File: src/rtl/cheshire_eoc_reporter.sv
// End-of-computation responder: latches software exit code, runs a commit-PC watchdog.
// Latency: register response one cycle after accept; eoc_o/hang_o registered (1 cycle).
// Backpressure: one outstanding request; ready drops while a response is in flight (1 req / 2 cycles).
// Optional: define CHESHIRE_EOC_HANG_PC_EN to capture the hung PC at 0x0C/0x10.
module cheshire_eoc_reporter #(
    parameter int unsigned AddrWidth         = 8,
    parameter int unsigned PcWidth           = 64,
    parameter int unsigned HangCyclesDefault = 10000,
    parameter logic [31:0] HangExitCode      = 32'h0000_0DEA
) (
    input  logic                 clk_i,
    input  logic                 rst_i,
    input  logic                 reg_req_valid_i,
    output logic                 reg_req_ready_o,
    input  logic [AddrWidth-1:0] reg_req_addr_i,
    input  logic                 reg_req_write_i,
    input  logic [31:0]          reg_req_wdata_i,
    output logic                 reg_rsp_valid_o,
    output logic [31:0]          reg_rsp_rdata_o,
    output logic                 reg_rsp_error_o,
    input  logic                 commit_ack_i,
    input  logic [PcWidth-1:0]   commit_pc_i,
    output logic                 eoc_o,
    output logic [31:0]          exit_code_o,
    output logic                 hang_o
);

    typedef enum logic [1:0] {
        IDLE  = 2'd0,
        ARMED = 2'd1,
        DONE  = 2'd2,
        HUNG  = 2'd3
    } state_t;

    localparam logic [AddrWidth-1:0] ADDR_EXIT     = AddrWidth'(8'h00);
    localparam logic [AddrWidth-1:0] ADDR_STATUS   = AddrWidth'(8'h04);
    localparam logic [AddrWidth-1:0] ADDR_LIMIT    = AddrWidth'(8'h08);
`ifdef CHESHIRE_EOC_HANG_PC_EN
    localparam logic [AddrWidth-1:0] ADDR_HANG_LO  = AddrWidth'(8'h0C);
    localparam logic [AddrWidth-1:0] ADDR_HANG_HI  = AddrWidth'(8'h10);
`endif

    state_t               state;
    logic                 armed;
    logic [31:0]          hang_limit;
    logic [31:0]          cnt;
    logic [PcWidth-1:0]   last_pc;
`ifdef CHESHIRE_EOC_HANG_PC_EN
    logic [PcWidth-1:0]   captured_pc;
    logic [63:0]          captured_ext;
`endif

    logic        accept;
    logic        exit_wr;
    logic        same_pc;
    logic [32:0] cnt_inc;
    logic        hang_hit;
    logic [31:0] rd_dat;
    logic        rd_err;

    // The response register doubles as the outstanding-request flag; reset forces ready low.
    assign reg_req_ready_o = ~rst_i & ~reg_rsp_valid_o;
    assign accept          = reg_req_valid_i & reg_req_ready_o;

    // Only IDLE/ARMED react to an EXIT write; terminal states just acknowledge it.
    assign exit_wr = accept & reg_req_write_i & (reg_req_addr_i == ADDR_EXIT)
                   & reg_req_wdata_i[0] & ((state == IDLE) | (state == ARMED));

    // Compare with >= so a limit lowered below the running count fires on the next same-PC cycle.
    assign same_pc  = (commit_pc_i == last_pc);
    assign cnt_inc  = {1'b0, cnt} + 33'd1;
    assign hang_hit = (state == ARMED) & (hang_limit != 32'd0) & same_pc
                    & (cnt_inc >= {1'b0, hang_limit});

`ifdef CHESHIRE_EOC_HANG_PC_EN
    // Zero-pad the captured PC to 64 bits so the HI word is well defined for narrow PCs.
    always_comb begin
        captured_ext                = '0;
        captured_ext[PcWidth-1:0]   = captured_pc;
    end
`endif

    // Read decode from current register values; unmapped addresses return 0 with error.
    always_comb begin
        rd_dat = 32'd0;
        rd_err = 1'b0;
        case (reg_req_addr_i)
            ADDR_EXIT:    rd_dat = {exit_code_o[30:0], eoc_o};
            ADDR_STATUS:  rd_dat = {29'd0, hang_o, eoc_o, armed};
            ADDR_LIMIT:   rd_dat = hang_limit;
`ifdef CHESHIRE_EOC_HANG_PC_EN
            ADDR_HANG_LO: rd_dat = captured_ext[31:0];
            ADDR_HANG_HI: rd_dat = captured_ext[63:32];
`endif
            default:      rd_err = 1'b1;
        endcase
    end

    // Bus side: single-cycle response pulse and the HANG_LIMIT register.
    always_ff @(posedge clk_i or posedge rst_i) begin
        if (rst_i) begin
            reg_rsp_valid_o <= 1'b0;
            reg_rsp_rdata_o <= 32'd0;
            reg_rsp_error_o <= 1'b0;
            hang_limit      <= HangCyclesDefault;
        end else begin
            reg_rsp_valid_o <= accept;
            reg_rsp_rdata_o <= (accept && !reg_req_write_i) ? rd_dat : 32'd0;
            reg_rsp_error_o <= accept & rd_err;
            if (accept && reg_req_write_i && reg_req_addr_i == ADDR_LIMIT) begin
                hang_limit <= reg_req_wdata_i;
            end
        end
    end

    // EOC / watchdog FSM; a software exit beats a hang detected in the same cycle.
    always_ff @(posedge clk_i or posedge rst_i) begin
        if (rst_i) begin
            state       <= IDLE;
            armed       <= 1'b0;
            eoc_o       <= 1'b0;
            hang_o      <= 1'b0;
            exit_code_o <= 32'd0;
            cnt         <= 32'd0;
            last_pc     <= '0;
`ifdef CHESHIRE_EOC_HANG_PC_EN
            captured_pc <= '0;
`endif
        end else begin
            case (state)
                IDLE: begin
                    if (exit_wr) begin
                        state       <= DONE;
                        eoc_o       <= 1'b1;
                        exit_code_o <= {1'b0, reg_req_wdata_i[31:1]};
                    end else if (commit_ack_i) begin
                        state   <= ARMED;
                        armed   <= 1'b1;
                        last_pc <= commit_pc_i;
                        cnt     <= 32'd0;
                    end
                end
                ARMED: begin
                    if (exit_wr) begin
                        state       <= DONE;
                        eoc_o       <= 1'b1;
                        exit_code_o <= {1'b0, reg_req_wdata_i[31:1]};
                    end else if (hang_hit) begin
                        state       <= HUNG;
                        eoc_o       <= 1'b1;
                        hang_o      <= 1'b1;
                        exit_code_o <= HangExitCode;
`ifdef CHESHIRE_EOC_HANG_PC_EN
                        captured_pc <= last_pc;
`endif
                    end else if (same_pc) begin
                        if (cnt != 32'hFFFF_FFFF) begin
                            cnt <= cnt_inc[31:0];
                        end
                    end else begin
                        last_pc <= commit_pc_i;
                        cnt     <= 32'd0;
                    end
                end
                default: begin
                    // DONE and HUNG hold until reset.
                    state <= state;
                end
            endcase
        end
    end

endmodule

File: config.mk
export PLATFORM = sky130hd
export DESIGN_NAME = cheshire_eoc_reporter
export DESIGN_NICKNAME = d
export VERILOG_FILES = /design/src/rtl/cheshire_eoc_reporter.sv
export SDC_FILE = /design/constraint.sdc
export NUM_CORES = 1
export LEC_CHECK = 0
export ABC_AREA = 0
export BUFFER_PORTS_ARGS = -buffer_cell sky130_fd_sc_hd__buf_2
export CORE_ASPECT_RATIO = 0.8
export CORE_UTILIZATION = 38
export CTS_BUF_LIST = sky130_fd_sc_hd__clkbuf_8 sky130_fd_sc_hd__clkbuf_16
export CTS_CLUSTER_DIAMETER = 40
export DETAILED_ROUTE_END_ITERATION = 6
export SYNTH_ARGS = -nofsm -noshare
export SYNTH_HDL_FRONTEND = slang
export SYNTH_SLANG_ARGS = --single-unit
File: constraint.sdc
create_clock -name clk_i -period 10.25 [get_ports clk_i]
set_clock_uncertainty 0.2 [all_clocks]
set_input_delay 2.05 -clock clk_i [delete_from_list [all_inputs] [get_ports clk_i]]
set_output_delay 2.05 -clock clk_i [all_outputs]
set_load 0.005 [all_outputs]
==> results.yml <==
run_status:
  status: "complete, no violations"
placed_design:
  portBuffers: 176
  place_hpwl_mm: 17.6
  gp_congestion: 0.831
  dp.cells: 1387
synthesis:
  synth_nets: 1034
  synth_ff_type: "dfrtp_1"
  ys_top_cells_by_count: "193 x dfrtp_1, 89 x mux2_2, 59 x nor2_1, 59 x xnor2_1, 57 x inv_1"
  ys_warn_count: 0
  yosys-top-cells-area: "dfrtp_1 49%, mux2_2 10%, xnor2_1 5.2%"
  ys_types: 56
  synth_seq_area_share_pct: 50.1
  synth.most_common_cell: "dfrtp_1"
  yosys.area.top_type: "dfrtp_1"
  synth_edf_count: 0
  syn_inst: 892
  async_flop_share_pct: 100
  syn_avg_cell_area_sq_um: 11.1
  synth_top_cell_area_share_pct: 48.8
  syn_area_sq_mm: 0.00990
  synth_seq_cells: 198
finish:
  fillers: 2370
  nNetsFinal: 1197
  multi_input_area_sq_mm: 0.00454
  final_cells: 1420
  drive_above_1_share_pct: 31.2
  syn2layout_area_growth_pct: 18.2
  seq_area_sq_mm: 0.00496
global_routing:
  grt_pass1_vias: 7246
  track_usage_pct: 19.2
  overflow: 0
  grt_first_pass_wirelength_mm: 40.0
  antenna_found_initial: 2
  grt_max_degree: 136
run:
  maxCapViolations: 0
route:
  drt_iter0_markers: 638
  route.detailed.drc: 0
  drt_wl_total_mm: 24.5
  vias: 7426
  drt.antenna.violating_nets: 0
  drt_pass1_iterations: 5
  wl_per_cell_microns: 17.3
  vias_per_cell: 5.23
clocking:
  worstSkewPairLatency_ns: 0.44
  ctsResizeCount: 0
  holdBufCountCts: 0
  clock-root-buffer: "clkbuf_16"
  max-clock-path-buffers: 2
  htree_levels: 4
  cts_buffers: 17
  cts.sink_count: 198
  path_clk_slew_ns: 0.08
  cts_setup_buffers: 0
  cts_tree: "built"
worst_setup_path:
  worstSetupStartpointType: "register"
  critical_path_class: "register to register"
  cp_max_fo: 16
  required_ns: 10.39
  crit_arrival_ns: 5.49
  r2r_start: "cnt[2]"
  cp-end-kind: "register"
  startpoint: "cnt[2]"
pwr:
  total_leakage_power_nw: 5.55
  power.density_mw_per_mm2: 138
  ir_drop_mv: 0.117
floorplanning:
  die_width_microns: 182
  initial_core_util_pct: 38.9
  dieArea_sq_mm: 0.0267
  io_pins: 178
  core_sq_mm: 0.0254
  rows: 52
  fp.dieH_microns: 146
sta:
  setup_viol: 0
  finalSetupTns_ns: 0
  fin_crit_sh_pct: 52.2
  finalHoldViolCount: 0
  worstMarginPinSlew_ns: 1.15
  drv_slew: 0
  slew_headroom_pct: 23.1
  fin_crit_ns: 5.35
  rsz0062_at_grt: "no"
  max_freq_mhz: 187
hold_path:
  worstHoldStart: "armed"
  hold_path.class: "register to register"
sequential cells by signal, summed over array words and instances (netlist names):
| register | flops |
|---|---|
| last_pc | 64 |
| cnt | 32 |
| hang_limit | 32 |
| reg_rsp_rdata_o | 32 |
| exit_code_o | 31 |
| state | 2 |
| armed | 1 |
| eoc_o | 1 |
| hang_o | 1 |
| reg_rsp_error_o | 1 |
| reg_rsp_valid_o | 1 |
cell usage in the layout, fill, tap and decap left out, types with 3 or more instances in the layout:
| cell | n |
|---|---|
| nand3_1 | 26 |
| nor3_1 | 8 |
| buf_2 | 176 |
| ha_1 | 33 |
| a31o_1 | 10 |
| a22o_1 | 25 |
| buf_4 | 9 |
| o211ai_1 | 17 |
| a31o_2 | 5 |
| dfrtp_1 | 193 |
| mux2i_1 | 3 |
| or2_2 | 7 |
| and4_1 | 3 |
| and2_1 | 7 |
| clkbuf_16 | 17 |
| mux2_2 | 89 |
| inv_8 | 3 |
| inv_6 | 4 |
| and3_1 | 20 |
| xor2_1 | 22 |
| o22ai_1 | 5 |
| o21ai_0 | 18 |
| a21oi_1 | 25 |
| o31ai_1 | 14 |
| nand2_1 | 34 |
| dfstp_2 | 5 |
| a22oi_1 | 29 |
| nand4_1 | 19 |
| xnor2_1 | 59 |
| inv_1 | 57 |
| nor4_1 | 20 |
| nand2b_1 | 5 |
| a221oi_1 | 4 |
| nor2_1 | 57 |
critical path: stages, from the launching register on:
cell       delay [ns]
dfrtp_1          0.43
and3_1           0.28
and3_1           0.24
nand2_1          0.09
nor3_1           0.46
nand3_1          0.27
or3_1            0.48
xnor2_1          0.20
ha_1             0.27
nand3_1          0.09
a21oi_1          0.06
a2111oi_0        0.40
a21oi_1          0.15
nor4_1           0.44
or2_1            0.62
nand2_4          0.28
o31ai_1          0.28
metrics by stage:
step	worst slack [ns]	hold WS (ns)	util, %	instance area, sq um	total power [mW]
finish	4.90	0.308	46.0	11700	1.62
global route	4.53	0.327	46.0	11700	1.68
CTS	4.98	0.305	46.0	11700	1.64
detailed placement	4.74	0.289	43.7	11100	0.958
global placement	4.72	0.284	43.7	11100	0.956
floorplan	2.61	0.241	-	9900	0.909
kinds of logic after synthesis:
kind of cell / synth area share, %
muxes: 10.4
other: 0.0379
and+or+nand+nor: 11.9
AOI/OAI and AO/OA: 12.0
buffers and inverters: 4.20
xor gates and xnor gates: 7.17
adders and majority gates: 4.17
DFF: 50.1
final timing paths:
kind | to | slack [ns] | cells after the start
max | cnt[4] | 4.90 | 16
min reg2reg | armed | 0.31 | 1
max reg2reg | cnt[4] | 4.90 | 16
min | armed | 0.31 | 1
max in group asynchronous | last_pc[50] | 6.82 | 3
min in group asynchronous | reg_rsp_rdata_o[0] | 1.61 | 2
layout make-up:
class | count | area share [%]
clock buffer | 18 | 3.75
antenna | 2 | 0.0428
timing repair buffer | 185 | 8.10
inverter | 57 | 1.89
multi-input combinational | 596 | 38.8
clock inverter | 13 | 1.24
tap | 351 | 3.75
sequential | 198 | 42.4
power breakdown:
group	switching (mW)	internal, mW	total, mW	leakage [nW]
registers	0.0114	0.797	0.808	2.55
logic	0.0784	0.0553	0.134	2.71
clock network	0.325	0.350	0.675	0.288
metal layers:
| layer | vias up | routed length (microns) | track usage [%] |
|---|---|---|---|
| met5 | - | 0 | 0 |
| met4 | 0 | 409 | 6.26 |
| met3 | 27 | 1230 | 3.59 |
| met2 | 214 | 10200 | 26.8 |
| met1 | 3648 | 12600 | 29.6 |
| li1 | 3537 | - | - |
Power figures use the tool's default switching activity.
